$ cat src/rtl/hc_sr04_distance_filter.sv
// Smooths strobed HC-SR04 distance samples with a 4-sample moving average,
// derives a hysteretic near flag and flags loss of echo after a sample timeout.
module hc_sr04_distance_filter #(
    parameter int unsigned clk_frequency  = 50_000_000,
    parameter int unsigned timeout_ms     = 100,
    parameter int unsigned near_threshold = 40,
    parameter int unsigned far_threshold  = 60
) (
    input  logic       clk,
    input  logic       rst,
    input  logic [7:0] distance_in,
    input  logic       distance_valid,
    output logic [7:0] avg_distance,
    output logic       avg_strobe,
    output logic       avg_valid,
    output logic       near,
    output logic       no_echo
);

    localparam logic [31:0] TIMEOUT_CYCLES = 32'(timeout_ms * (clk_frequency / 1000));
    localparam logic [7:0]  NEAR_TH        = 8'(near_threshold);
    localparam logic [7:0]  FAR_TH         = 8'(far_threshold);

    typedef enum logic [1:0] {
        ST_FILL,
        ST_RUN,
        ST_LOST
    } state_t;

    state_t      r_state;
    state_t      w_state_next;

    logic [7:0]  r_buf [4];
    logic [9:0]  r_sum;
    logic [1:0]  r_fill_cnt;
    logic [31:0] r_tcnt;

    logic        w_accept;
    logic        w_timeout;
    logic        w_fill_done;
    logic        w_publish;
    logic        w_enter_lost;
    logic [9:0]  w_sum_next;
    logic [7:0]  w_avg_next;

    function automatic logic f_near(input logic [7:0] avg, input logic cur);
        if (avg <= NEAR_TH) begin
            return 1'b1;
        end else if (avg >= FAR_TH) begin
            return 1'b0;
        end
        return cur;
    endfunction

    function automatic logic [31:0] f_tcnt_sat(input logic [31:0] cnt);
        if (cnt < TIMEOUT_CYCLES) begin
            return cnt + 32'd1;
        end
        return TIMEOUT_CYCLES;
    endfunction

    // Zero readings mean "no echo measured" upstream and are not samples.
    assign w_accept     = distance_valid && (distance_in != 8'd0);
    assign w_timeout    = !w_accept && (r_state != ST_LOST)
                          && ((r_tcnt + 32'd1) >= TIMEOUT_CYCLES);
    assign w_sum_next   = r_sum + {2'b00, distance_in} - {2'b00, r_buf[3]};
    assign w_avg_next   = w_sum_next[9:2];
    assign w_fill_done  = (r_state == ST_FILL) && w_accept && (r_fill_cnt == 2'd3);
    assign w_publish    = w_accept && ((r_state == ST_RUN) || w_fill_done);
    assign w_enter_lost = (w_state_next == ST_LOST) && (r_state != ST_LOST);

    always_ff @(posedge clk) begin
        if (rst) begin
            r_state <= ST_FILL;
        end else begin
            r_state <= w_state_next;
        end
    end

    always_comb begin
        w_state_next = r_state;
        case (r_state)
            ST_FILL: begin
                if (w_fill_done) begin
                    w_state_next = ST_RUN;
                end else if (w_timeout) begin
                    w_state_next = ST_LOST;
                end
            end
            ST_RUN: begin
                if (w_timeout) begin
                    w_state_next = ST_LOST;
                end
            end
            ST_LOST: begin
                if (w_accept) begin
                    w_state_next = ST_FILL;
                end
            end
            default: w_state_next = ST_FILL;
        endcase
    end

    always_ff @(posedge clk) begin
        if (rst) begin
            for (int i = 0; i < 4; i++) begin
                r_buf[i] <= 8'd0;
            end
            r_sum        <= 10'd0;
            r_fill_cnt   <= 2'd0;
            r_tcnt       <= 32'd0;
            avg_distance <= 8'd0;
            avg_strobe   <= 1'b0;
            avg_valid    <= 1'b0;
            near         <= 1'b0;
            no_echo      <= 1'b0;
        end else begin
            avg_strobe <= w_publish;
            no_echo    <= (w_state_next == ST_LOST);
            r_tcnt     <= w_accept ? 32'd0 : f_tcnt_sat(r_tcnt);

            if (w_enter_lost) begin
                // avg_distance deliberately keeps its last value for the display.
                for (int i = 0; i < 4; i++) begin
                    r_buf[i] <= 8'd0;
                end
                r_sum      <= 10'd0;
                r_fill_cnt <= 2'd0;
                avg_valid  <= 1'b0;
                near       <= 1'b0;
            end else if (w_accept) begin
                r_buf[0] <= distance_in;
                r_buf[1] <= r_buf[0];
                r_buf[2] <= r_buf[1];
                r_buf[3] <= r_buf[2];
                r_sum    <= w_sum_next;

                if (r_state == ST_LOST) begin
                    r_fill_cnt <= 2'd1;
                end else if (r_state == ST_FILL) begin
                    r_fill_cnt <= r_fill_cnt + 2'd1;
                end

                if (w_publish) begin
                    avg_distance <= w_avg_next;
                    near         <= f_near(w_avg_next, near);
                    avg_valid    <= 1'b1;
                end
            end
        end
    end

endmodule

$ cat config.mk
export PLATFORM = sky130hd
export DESIGN_NAME = hc_sr04_distance_filter
export DESIGN_NICKNAME = d
export VERILOG_FILES = /design/src/rtl/hc_sr04_distance_filter.sv
export SDC_FILE = /design/constraint.sdc
export NUM_CORES = 1
export LEC_CHECK = 0
export BUFFER_PORTS_ARGS = -buffer_cell sky130_fd_sc_hd__clkbuf_2
export CORE_ASPECT_RATIO = 1.4
export CORE_MARGIN = 4
export CORE_UTILIZATION = 30
export CTS_CLUSTER_SIZE = 12
export DETAILED_ROUTE_END_ITERATION = 10
export MAX_ROUTING_LAYER = met4
export SLEW_MARGIN = 20
export SYNTH_ARGS = -nofsm -noshare
export SYNTH_HDL_FRONTEND = slang
export SYNTH_SLANG_ARGS = --single-unit
$ cat constraint.sdc
create_clock -name clk -period 3.5 [get_ports clk]
set_input_delay 0.175 -clock clk [delete_from_list [all_inputs] [get_ports clk]]
set_output_delay 0.175 -clock clk [all_outputs]
set_load 0.02 [all_outputs]
==> impl_metrics.toml, run 1 <==
[run_status]
status = "finished, final reports clean"

[floorplanning]
row_count = 54
core-area_mm2 = 0.01554
fp.dieArea_mm2 = 0.01792
die_w_um = 114.3
start_util_pct = 30.54
die_h_um = 156.8
io_pins = 23

[power_and_ir_drop]
p_per_area_mw_per_mm2 = 470.0
p_leak_nw = 2.048
ir_worst_vdd_v = 0.0002451

[clock_network]
insertion_delay_ns = 0.34
cts_hold_buffers = 0
cts_buffers = 9
h-tree-depth = 3
post-cts-setup-buffers = 0
cts_max_path_buffers = 2
clock_sinks = 90
cts_tree = "yes"
root_buffer = "clkbuf_16"
clk_pin_slew_ns = 0.06

[yosys]
synth_ff_type = "dfxtp_1"
yosys_warnings = 0
synthCells = 516
syn_area_per_cell_um2 = 9.197
ys_seq_area_share_pct = 43.03
ys_types = 62
ys_ff_latch = 90
async_reset_ff_share_pct = 0
synth_edf_count = 24
syn-cell-area_mm2 = 0.004746

[setup_path]
crit_slowest_cell = "or3_4"
regToRegSetupSlack_ns = 0.15
crit_start = "r_tcnt[0]$_SDFF_PP0_"
crit_end = "r_buf[0][4]$_SDFFCE_PN0P_"
worstPathMaxFanout = 8
rr_startpoint = "r_tcnt[0]$_SDFF_PP0_"
critPathMostFrequentCell = "or3_4"
start_kind = "flip-flop"
max_stage_delay_ns = 0.42
critPathKind = "reg2reg"
cp_cell_sequence = "ha_1 -> nand4_4 -> or3_1 -> or3_4 -> or3b_4 -> a221oi_2 -> o31ai_2 -> a211oi_4 -> or3_4"
arrival_ns = 3.40
regToRegEndpoint = "r_buf[0][4]$_SDFFCE_PN0P_"
required_ns = 3.55
critPathCaptureType = "flip-flop"
r2r_cells = 9

[timing]
tightest_slew_ns = 0.8217
period_minus_slack_ns = 3.353
setup_viol = 0
hold_violations = 0
setup_slack_ns = 0.1474
grt_setup_unrepaired = "false"
timing.final.crit_share_pct = 95.79
hold_slack_ns = 0.1869
finalMaxSlewViolations = 0
tns_ns = 0
maxSlewHeadroom_pct = 45.02
fmax_ghz = 0.2983
clock_skew_ns = 0.01228

[global_route]
gr-total-overflow = 0
grt_max_degree = 24
antenna_found_initial = 0
grt_use_total_pct = 12.63
grt_pass1_vias = 3772
grt_pass1_wl_um = 17750

[final_layout]
antenna_cells = 0
nets = 578
fill_cells = 1605
register_area_mm2 = 0.002042
syn_to_final_growth_pct = 14.58
multi_input_area_mm2 = 0.002472
drive_gt1_share_pct = 14.13

[drt]
vias = 3767
antenna_left = 0
drcViolationCount = 0
routed_wl_um = 10450
drtPass1Iterations = 4
wire_per_inst_um = 13.97
avgViaCountPerCell = 5.036
drt_iter0_markers = 175

[min_path]
hp-class = "in2reg"

[placed_design]
place_hpwl_um = 7944
gp_congestion = 0.9113
dp_worst_setup_slack_ns = 0.03729
port_buffers = 22

[run]
maxCapViolations = 0
state kept, by name (all words and copies together), names as in the netlist, 2 cells and up:
register,cells
r_fill_cnt,2
r_tcnt,32
r_state,2
avg_distance,8
r_sum,10
r_buf,32
cells by family after synthesis:
group | Yosys count | share of synthesized area [%]
adders and majority gates | 20 | 6.538
xor gates and xnor gates | 29 | 5.352
AOI/OAI and AO/OA | 93 | 13.21
and+or+nand+nor | 200 | 23.10
buffers and inverters | 70 | 5.958
DFF | 90 | 43.03
other | 1 | 0.07902
muxes | 13 | 2.742
area by class of cell:
cell class,count,share of cell area (%)
tap,196,4.510
timing repair buffer,40,4.510
clock buffer,11,4.464
multi-input combinational,365,45.47
sequential,90,37.55
clock inverter,5,0.6673
inverter,41,2.830
layer usage:
| layer | wire (µm) | GRT usage, % | vias up |
|---|---|---|---|
| li1 | - | - | 1870 |
| met3 | 310 | 2.940 | 30 |
| met4 | 370 | 5.490 | 0 |
| met5 | 0 | - | - |
| met1 | 4274 | 13.37 | 1800 |
| met2 | 5491 | 22.28 | 67 |
power breakdown:
group / switching [W] / internal, W
Sequential: 0.0000316 / 0.00112
Combinational: 0.000306 / 0.000202
Clock: 0.000395 / 0.000505
synth_stat cells (3+ instances only):
| master | instances | area [µm²] |
|---|---|---|
| a21oi_1 | 36 | 180.2 |
| and2_1 | 17 | 106.4 |
| and3_1 | 5 | 31.28 |
| buf_1 | 4 | 15.01 |
| buf_2 | 4 | 20.02 |
| clkbuf_1 | 19 | 71.32 |
| dfxtp_1 | 66 | 1321 |
| edfxtp_1 | 24 | 720.7 |
| fa_1 | 8 | 160.2 |
| ha_1 | 12 | 150.1 |
| inv_1 | 41 | 153.9 |
| mux2i_1 | 13 | 130.1 |
| nand2_1 | 32 | 120.1 |
| nand2b_1 | 3 | 18.77 |
| nand3_1 | 16 | 80.08 |
| nand4_1 | 10 | 62.56 |
| nor2_1 | 40 | 150.1 |
| nor2b_1 | 4 | 25.02 |
| nor3_1 | 27 | 135.1 |
| nor3_2 | 7 | 70.07 |
| nor4_1 | 10 | 62.56 |
| o211ai_1 | 3 | 22.52 |
| o21a_1 | 7 | 52.55 |
| o21ai_0 | 14 | 70.07 |
| o21bai_1 | 3 | 22.52 |
| o31ai_1 | 3 | 22.52 |
| or3_1 | 12 | 75.07 |
| or4_1 | 3 | 22.52 |
| xnor2_1 | 17 | 148.9 |
| xor2_1 | 12 | 105.1 |
cell usage in the layout, fill, tap and decap left out, types with 4 or more instances in the layout:
master	instances
or3_1	10
fa_1	8
a21oi_1	36
nand3_1	16
and3_1	5
clkbuf_16	9
nor3_2	7
edfxtp_1	24
nor2_1	40
o21a_1	7
nand2_1	32
nor4_1	10
or3_4	4
ha_1	12
nor3_1	27
clkbuf_2	22
inv_1	41
dfxtp_1	66
conb_1	9
xnor2_1	17
buf_4	18
nor2b_1	4
nand4_1	10
mux2i_1	13
and2_1	17
xor2_1	12
o21ai_0	14
critical path, delay by kind of cell (launching register included):
kind | cells | cell delay [ns]
adder cells (fa/ha/maj) | 1 | 0.25
AND/OR/NAND/NOR | 5 | 1.62
flip-flops | 1 | 0.40
AO/OA/AOI/OAI | 3 | 0.80
worst min path at each step:
stage	from	endpoint	slack, ns	cells after the start
2_1_floorplan	distance_in[0]	r_buf[0][0]$_SDFFCE_PN0P_	0.37	1
5_1_grt	distance_in[0]	r_buf[0][0]$_SDFFCE_PN0P_	0.20	2
3_5_place_dp	avg_distance[3]$_SDFFE_PP0P_	avg_distance[3]$_SDFFE_PP0P_	0.45	2
4_1_cts	distance_in[0]	r_buf[0][0]$_SDFFCE_PN0P_	0.17	2
6_report	distance_in[0]	r_buf[0][0]$_SDFFCE_PN0P_	0.19	2
3_3_place_gp	avg_distance[2]$_SDFFE_PP0P_	avg_distance[2]$_SDFFE_PP0P_	0.44	2
repair_timing:
action	in CTS	in global routing
endpoints found under the hold margin	0	0
resized for setup	0	2
endpoints found under the setup margin	0	24
through the flow:
step / utilization, % / power, W / cells / area (µm²)
finish: 34.99 / 0.002556 / 748 / 5438
global route: 34.99 / 0.002709 / 748 / 5438
CTS: 34.89 / 0.002595 / 747 / 5421
global placement: 33.09 / 0.001658 / 731 / 5142
floorplan: - / 0.001540 / 524 / 4781
detailed placement: 33.09 / 0.001673 / 731 / 5142
Note: power is estimated with default switching activity, not from simulation.
==> inputs of run 2 (changes only) <==
--- a/config.mk
+++ b/config.mk
@@ -5,6 +5,7 @@
 export SDC_FILE = /design/constraint.sdc
 export NUM_CORES = 1
 export LEC_CHECK = 0
+export ABC_AREA = 1
 export BUFFER_PORTS_ARGS = -buffer_cell sky130_fd_sc_hd__clkbuf_2
 export CORE_ASPECT_RATIO = 1.4
 export CORE_MARGIN = 4
@@ -16,3 +17,4 @@
 export SYNTH_ARGS = -nofsm -noshare
 export SYNTH_HDL_FRONTEND = slang
 export SYNTH_SLANG_ARGS = --single-unit
+export TNS_END_PERCENT = 20
==> run 2 against run 1 <==
  * Clock power is 19% higher
  * Critical path depth is 6 higher
  * Non-clock buffer count is 15 lower
  * Wire length is 15% higher
  * Combinational power is 30% higher
  * Final area is 10% higher
  * Final cell count is 36% higher
  * Area after synthesis is 11% higher
  * Critical path type unchanged
  * Largest power group unchanged
==> impl_metrics.toml, run 2 <==
[run_status]
status = "finished, final reports clean"

[yosys]
syn_area_per_cell_um2 = 7.052
synth_top_area_share_pct = 25.15
synth_area_leaders = "dfxtp_1, nand2_1, edfxtp_1"
synth.most_common_cell = "nand2_1"
synth_edf_count = 24
ys_types = 37
syn-cell-area_mm2 = 0.005254
ys_seq_area_share_pct = 38.87
synthCells = 745
synthTopCellsByCount = "nand2_1, inv_1, nor2_1, dfxtp_1, o21ai_0"
yosys_warnings = 0
yosysTopAreaCell = "dfxtp_1"
ys_ff_latch = 90
async_reset_ff_share_pct = 0
synth_ff_type = "dfxtp_1"

[clock_network]
clk_pin_slew_ns = 0.07
insertion_delay_ns = 0.35
clock_sinks = 90
post-cts-setup-buffers = 0
cts_hold_buffers = 0
cts_tree = "yes"
cts_max_path_buffers = 2
root_buffer = "clkbuf_16"
cts_buffers = 9
h-tree-depth = 3
cts_resized = 0

[timing]
hold_violations = 0
finalMaxSlewViolations = 0
tns_ns = 0
timing.final.crit_share_pct = 82.88
setup_slack_ns = 0.5994
fmax_ghz = 0.3448
tightest_slew_ns = 0.7033
grt_setup_unrepaired = "false"
maxSlewHeadroom_pct = 53.06
clock_skew_ns = 0.01477
setup_viol = 0
period_minus_slack_ns = 2.901

[setup_path]
crit_slowest_cell = "nand2_1"
critPathMostFrequentCell = "nand2_1"
start_kind = "flip-flop"
regToRegSetupSlack_ns = 0.60
max_stage_delay_ns = 0.47
regToRegEndpoint = "r_buf[0][4]$_SDFFCE_PN0P_"
worstPathMaxFanout = 16
arrival_ns = 2.88
critPathKind = "reg2reg"
path_delay_family = "simple AND/OR/NAND/NOR gates"
critPathCaptureType = "flip-flop"
rr_startpoint = "r_tcnt[0]$_SDFF_PP0_"
cp_cell_sequence = "ha_1 -> nand2_1 -> nor2_4 -> nand3_1 -> clkinv_1 -> nand3_1 -> nand2_1 -> inv_1 -> nor2_1 -> nand2_1 -> nor2_1 -> nand3_2 -> nand2_4 -> nand3_4 -> nand2_1"
required_ns = 3.48
r2r_cells = 15
critPathBufInv = 2

[final_layout]
register_area_mm2 = 0.002042
reg_top3 = "r_buf x32, r_tcnt x32, r_sum x10"
syn_to_final_growth_pct = 13.96
nets = 811
final_common_cell = "nand2_1"
antenna_cells = 0
final_cell_mix = "nand2_1, inv_1, nor2_1, dfxtp_1, o21ai_0"
fill_cells = 1884
drive_gt1_share_pct = 10.83
multi_input_area_mm2 = 0.002696

[drt]
drtPass1Iterations = 5
avgViaCountPerCell = 4.332
vias = 4423
antenna_left = 0
drcViolationCount = 0
wire_per_inst_um = 11.79
routed_wl_um = 12040
drt_iter0_markers = 217

[floorplanning]
row_count = 57
core-area_mm2 = 0.01726
die_h_um = 164.6
start_util_pct = 30.44
fp.dieArea_mm2 = 0.01972
die_w_um = 119.8
io_pins = 23

[global_route]
gr-total-overflow = 0
grt_pass1_wl_um = 20420
grt_pass1_vias = 4271
grt_use_total_pct = 13.50
antenna_found_initial = 0
grt_max_degree = 25

[run]
maxCapViolations = 0

[power_and_ir_drop]
ir_worst_vdd_v = 0.0002373
p_per_area_mw_per_mm2 = 481.3
p_leak_nw = 2.644

[placed_design]
gp_congestion = 0.9016
port_buffers = 22
dp_worst_setup_slack_ns = 0.5832
place_hpwl_um = 9644

[min_path]
hold_path_end = "avg_distance[3]$_SDFFE_PP0P_"
worstHoldStart = "rst"
holdPathStages = 2
hp-class = "in2reg"
run 2: cell count changes after synthesis, moves of 13 or more:
cell / change
and2_1: -16
nand2_1: +173
inv_1: +88
o21ai_0: +18
nor2_4: +16
nor2_1: +67
nor3_1: -24
mux2i_1: -13
nand3_1: +15
run 2: kinds of logic (layout without fill, tap and decap cells):
| group | Yosys count | in the layout | share of synthesized area (%) |
|---|---|---|---|
| AND/OR/NAND/NOR | 413 | 413 | 36.15 |
| buffers and inverters | 141 | 173 | 10.38 |
| flip-flops | 90 | 90 | 38.87 |
| AO/OA/AOI/OAI | 71 | 71 | 7.121 |
| adder cells (fa/ha/maj) | 20 | 20 | 5.906 |
| XOR/XNOR | 9 | 9 | 1.500 |
| other | 1 | 9 | 0.07138 |
run 2: cell type report:
class / instances / share of cell area, %
repair buffers: 25 / 2.215
inverters: 132 / 8.276
multi-input cells: 522 / 45.04
well taps: 236 / 4.932
clock buffers: 9 / 3.762
clock inverters: 7 / 1.672
flip-flops and latches: 90 / 34.11
run 2: how the worst max path moves through the flow:
stage	startpoint	endpoint	slack (ns)	depth (start not counted)
6_report	r_tcnt[0]$_SDFF_PP0_	r_buf[0][4]$_SDFFCE_PN0P_	0.60	15
5_1_grt	r_tcnt[0]$_SDFF_PP0_	r_buf[0][0]$_SDFFCE_PN0P_	0.32	15
4_1_cts	r_tcnt[0]$_SDFF_PP0_	r_buf[0][4]$_SDFFCE_PN0P_	0.58	15
3_5_place_dp	r_tcnt[0]$_SDFF_PP0_	r_buf[0][1]$_SDFFCE_PN0P_	0.58	15
3_3_place_gp	r_tcnt[0]$_SDFF_PP0_	r_buf[0][3]$_SDFFCE_PN0P_	0.65	15
2_1_floorplan	r_buf[3][1]$_SDFFCE_PN0P_	near$_SDFFE_PP0P_	1.0	16
run 2: routing by layer:
| metal | vias to the layer above | GRT usage [%] | wire length, µm |
|---|---|---|---|
| met4 | 0 | 6.462 | 471 |
| li1 | 2368 | - | - |
| met2 | 82 | 24.41 | 6195 |
| met3 | 30 | 2.638 | 386 |
| met1 | 1943 | 14.11 | 4986 |
| met5 | - | - | 0 |
run 2: report_power, final:
group | switching [W] | internal, W | total, W
Combinational | 0.000429 | 0.000230 | 0.000659
Clock | 0.000435 | 0.000632 | 0.00107
Sequential | 0.0000319 | 0.00112 | 0.00115
run 2: metrics by stage:
| stage | hold slack [ns] | utilization [%] | power (W) | instance area, µm² | cells |
|---|---|---|---|---|---|
| global route | 0.1052 | 34.69 | 0.003076 | 5987 | 1021 |
| floorplan | 0.3830 | - | 0.001676 | 5284 | 753 |
| finish | 0.1071 | 34.69 | 0.002881 | 5987 | 1021 |
| detailed placement | 0.4574 | 32.80 | 0.001840 | 5662 | 1005 |
| CTS | 0.09747 | 34.69 | 0.002920 | 5987 | 1021 |
| global placement | 0.4454 | 32.80 | 0.001838 | 5662 | 1005 |
